## config.mk

```make
export PLATFORM = sky130hd
export DESIGN_NAME = mux_pipe_n
export DESIGN_NICKNAME = d
export VERILOG_FILES = /design/src/rtl/mux_pipe_n.sv
export SDC_FILE = /design/constraint.sdc
export NUM_CORES = 1
export LEC_CHECK = 0
export CAP_MARGIN = 20
export CORE_UTILIZATION = 48
export CTS_CLUSTER_DIAMETER = 200
export DETAILED_ROUTE_END_ITERATION = 6
export GPL_TIMING_DRIVEN = 0
export PLACE_DENSITY = 0.9
export SLEW_MARGIN = 30
export SYNTH_ARGS = -nofsm -noshare
export SYNTH_HDL_FRONTEND = slang
export SYNTH_SLANG_ARGS = --single-unit
export TNS_END_PERCENT = 30
```

## constraint.sdc

```tcl
create_clock -name clk -period 2.6 [get_ports clk]
set_input_delay 0.39 -clock clk [delete_from_list [all_inputs] [get_ports clk]]
set_output_delay 0.39 -clock clk [all_outputs]
set_load 0.1 [all_outputs]
```

## src/rtl/mux_pipe_n.sv

```systemverilog
// mux_pipe_n: selects one of N = 2**SELW input channels per accepted request
// and queues the captured data/select in a 2-entry skid buffer.
// Ports:
//   clk, rst       - clock, synchronous active-high reset
//   flush          - synchronous discard of all buffered entries
//   in_valid/in_ready, sel, din   - request side (din packs N channels)
//   out_valid/out_ready, dout, out_sel - head entry of the buffer
//   count          - entries held (0..2)
module mux_pipe_n #(
  parameter int unsigned WIDTH = 32,
  parameter int unsigned SELW  = 2
) (
  input  logic                      clk,
  input  logic                      rst,
  input  logic                      flush,
  input  logic                      in_valid,
  output logic                      in_ready,
  input  logic [SELW-1:0]           sel,
  input  logic [(2**SELW)*WIDTH-1:0] din,
  output logic                      out_valid,
  input  logic                      out_ready,
  output logic [WIDTH-1:0]          dout,
  output logic [SELW-1:0]           out_sel,
  output logic [1:0]                count
);

  localparam int unsigned N = 2**SELW;

  typedef enum logic [1:0] {
    EMPTY = 2'd0,
    ONE   = 2'd1,
    TWO   = 2'd2
  } state_t;

  state_t state;
  state_t state_next;

  logic [WIDTH-1:0] skid_data;
  logic [SELW-1:0]  skid_sel;
  logic [WIDTH-1:0] new_data;
  logic             accept;
  logic             transfer;

  // Handshakes decoded straight from the state register, so in_ready never
  // depends on out_ready.
  assign accept   = in_valid  && (state != TWO);
  assign transfer = out_ready && (state != EMPTY);

  // Channel selected by the current request.
  always_comb begin
    new_data = '0;
    for (int k = 0; k < int'(N); k++) begin
      if (sel == SELW'(k)) new_data = din[k*WIDTH +: WIDTH];
    end
  end

  // State register.
  always_ff @(posedge clk) begin
    if (rst) state <= EMPTY;
    else     state <= state_next;
  end

  // Next-state logic; flush overrides any same-cycle accept/transfer.
  always_comb begin
    state_next = state;
    case (state)
      EMPTY: if (accept) state_next = ONE;
      ONE: begin
        if (accept && !transfer)      state_next = TWO;
        else if (!accept && transfer) state_next = EMPTY;
      end
      TWO:     if (transfer) state_next = ONE;
      default: state_next = EMPTY;
    endcase
    if (flush) state_next = EMPTY;
  end

  // Output decode of the registered state.
  always_comb begin
    out_valid = 1'b0;
    in_ready  = 1'b1;
    count     = 2'd0;
    case (state)
      ONE: begin
        out_valid = 1'b1;
        count     = 2'd1;
      end
      TWO: begin
        out_valid = 1'b1;
        in_ready  = 1'b0;
        count     = 2'd2;
      end
      default: ;
    endcase
  end

  // Entry storage: main drives dout/out_sel and keeps its value when drained
  // or flushed; skid holds the second entry in FIFO order.
  always_ff @(posedge clk) begin
    if (rst) begin
      dout      <= '0;
      out_sel   <= '0;
      skid_data <= '0;
      skid_sel  <= '0;
    end else if (!flush) begin
      case (state)
        EMPTY: begin
          if (accept) begin
            dout    <= new_data;
            out_sel <= sel;
          end
        end
        ONE: begin
          if (accept && transfer) begin
            dout    <= new_data;
            out_sel <= sel;
          end else if (accept) begin
            skid_data <= new_data;
            skid_sel  <= sel;
          end
        end
        TWO: begin
          if (transfer) begin
            dout    <= skid_data;
            out_sel <= skid_sel;
          end
        end
        default: ;
      endcase
    end
  end

endmodule

```

==> flow_summary.toml <==
[worst_setup_path]
critical-path-slowest-cell = "clkdlybuf4s50_1"
endpoint_kind = "primary output"
cp-start-kind = "register"
r2r-start = "state[0]"
worstPathCellList = "inv_1, ha_1, clkdlybuf4s50_1"
reg2reg_slack_ns = 0.35
cp.required_ns = 2.21
r2r_end = "dout[24]"
crit_family = "buffers and inverters"
critPathKind = "reg2out"
r2r_cells = 7
critical_path.max_fanout = 5
max_stage_delay_ns = 1.14
crit_buf_inv = 2
cp_data_arrival_time_ns = 2.13

[placement]
place.gp.congestion = 0.829
hpwl_mm = 10.6
placedCellCount = 795
place_ws_ns = -0.247
io_buffers = 170

[worst_hold_path]
min_to = "skid_data[5]"
hold_path_class = "reg2reg"
hold_start = "skid_data[5]"
min_path_cells = 2

[floorplanning]
die_h_um = 98.9
initial_utilization = 0.507
die-area_um2 = 9780
io-pin-count = 173
row_count = 34
die_x_um = 98.9
core_area_um2 = 8890

[drt]
drc_errors = 0
drtAntennaViolNets = 0
wl_per_cell_um = 17.7
vias = 4708
drtIter0Drc = 264
dr.pass1.iters = 4
routed_via_density = 5.83
routed_wl_mm = 14.3

[synthesis]
syn_nets = 657
synth_area_per_cell_um2 = 8.71
ys_ff_latch = 70
netlist_area_um2 = 4510
ys_warn_count = 0
synth_seq_area_share = 0.311
syn_inst = 517
synthDistinctLibCells = 35

[power_and_ir_drop]
p_leak_uw = 0.00266
p_sw_frac = 0.363
internal-power_uw = 1980
power_frac_clock = 0.251
power.density_nw_per_um2 = 477
ir_drop_mv = 0.263
seq_power_share = 0.376
pwr-share-comb = 0.373
power.switching_uw = 1130
finalPower_uw = 3100

[clock_tree]
cts_setup_buffers = 0
clockBufferDepth = 2
cts_htree_levels = 3
cts_num_sinks = 70
clock_latency_ns = 0.35
cts_root_buffer = "clkbuf_8"
clkTransAtPathRegs_ns = 0.07
cts_tree = "built"
cts-buffers-inserted = 9

[timing]
skew_ns = 0.00728
min_period_over_period = 0.969
setup_viol = 0
relSlewSlack = 0.313
rsz0062_at_grt = "false"
hold_viol_final = 0
period_minus_slack_ns = 2.52
setup_slack_ns = 0.0817
tightest_slew_ns = 1.03
whs_ns = 0.455
slew_viol_final = 0
fmax_mhz = 397

[global_route]
overflow = 0
track_usage = 0.291
grt_pass1_wl_mm = 22.6
grt_max_degree = 11
antenna_found_initial = 0
grt_pass1_vias = 4824

[outcome]
outcome = "completed"

[flow_run]
maxCapViolCount = 0

[cells_and_area]
drive_gt1_frac = 0.0571
fin_cells = 808
antenna_cells = 0
fin_nets = 838
syn_to_final_growth_pct = 44.3
## cells in the final DEF (no fill, tap or decap), types with 2 or more instances in the layout
cell	synthesis	final
buf_12	3	3
clkinv_2	0	2
inv_1	3	3
o21bai_1	33	33
buf_2	7	7
buf_6	4	4
mux2i_1	99	99
ha_1	5	5
buf_4	8	8
nand2_1	71	71
a221o_1	32	32
nand3_1	32	32
nor2b_1	2	2
nor2_1	5	5
dfxtp_1	70	70
clkbuf_1	25	25
a21oi_1	34	34
clkbuf_8	0	11
nand2b_1	66	66
clkdlybuf4s50_1	0	167
## routing by layer
metal  global-route usage  up-vias  routed length [um]
met5                    0        -                   0
met4                0.129        0                 376
met3               0.0560       34                1170
met2                0.527      255                7050
met1                0.331     2237                5700
li1                     -     2182                   -
## final cells by class
type / instances / area, um2
sequential: 70 / 1400
clock inverter: 2 / 10.0
fill: 666 / 2390
clock buffer: 11 / 151
multi-input combinational: 394 / 2780
timing repair buffer: 170 / 1700
tap: 108 / 135
inverter: 4 / 15.0
buffer: 49 / 313
## cell families (layout without fill, tap and decap cells)
logic type	Yosys count	in the layout	synth area share
flops	70	70	0.311
simple gates	184	184	0.207
mux	100	100	0.222
buf+inv	53	236	0.0728
compound gates	105	105	0.173
fa+ha+maj	5	5	0.0139
## Yosys cell counts (all sizes together)
cell type  count  area (um2)
ha             5        62.6
a211oi         1        7.51
clkbuf        25        93.8
buf           24         219
and2           1        6.26
nor3b          1        7.51
nand4          1        6.26
mux2           1        11.3
o22ai          1        6.26
mux2i         99         991
inv            4        15.0
a221o         32         320
nand4b         1        8.76
a21oi         34         170
nand2b        67         422
nor2           5        18.8
and4b          1        10.0
nor3           1        5.00
a222oi         1        10.0
dfxtp         70        1400
o31ai          1        7.51
nand2         71         267
o21ai          2        10.0
nor2b          3        21.3
nand3         32         160
o21bai        33         248
## what timing repair did
action                                  4_1_cts  5_1_grt
gates resized for setup                       6        2
gates cloned                                  0        0
endpoints found under the setup margin        2        2
hold buffers                                  0        0
## through the flow
stage | TNS, ns | utilization | area [um2]
final | 0 | 0.731 | 6500
after global routing | 0 | 0.731 | 6500
after CTS | 0 | 0.731 | 6500
after detailed placement | -0.247 | 0.713 | 6340
after global placement | -0.216 | 0.713 | 6340
after floorplan | 0 | - | 4510
## state kept, by name, indices dropped and copies added (netlist names)
register	count
out_sel	2
state	2
skid_data	32
dout	32
skid_sel	2
## power groups by stage
| stage | clock [uW] | combinational [uW] | sequential [uW] |
|---|---|---|---|
| final | 780 | 1160 | 1170 |
| after global routing | 813 | 1210 | 1170 |
| after CTS | 771 | 1150 | 1160 |
| after detailed placement | 0 | 1150 | 1190 |
| after global placement | 0 | 1130 | 1190 |
| after floorplan | 0 | 406 | 1530 |
## worst min-delay path, stage by stage, from the launching register on
cell,delay (ns)
dfxtp_1,0.31
nand2_1,0.05
a21oi_1,0.05
## how the worst max path moves through the flow
stage | depth (start not counted) | startpoint | endpoint | slack (ns)
2_1_floorplan | 8 | state[0] | dout[14] | 0.16
3_3_place_gp | 6 | state[0] | in_ready | -0.22
3_5_place_dp | 6 | state[0] | in_ready | -0.25
4_1_cts | 3 | state[0] | count[1] | 0.03
5_1_grt | 6 | state[0] | in_ready | 0.03
6_report | 3 | state[1] | count[0] | 0.08
(Power assumes the default switching activity.)
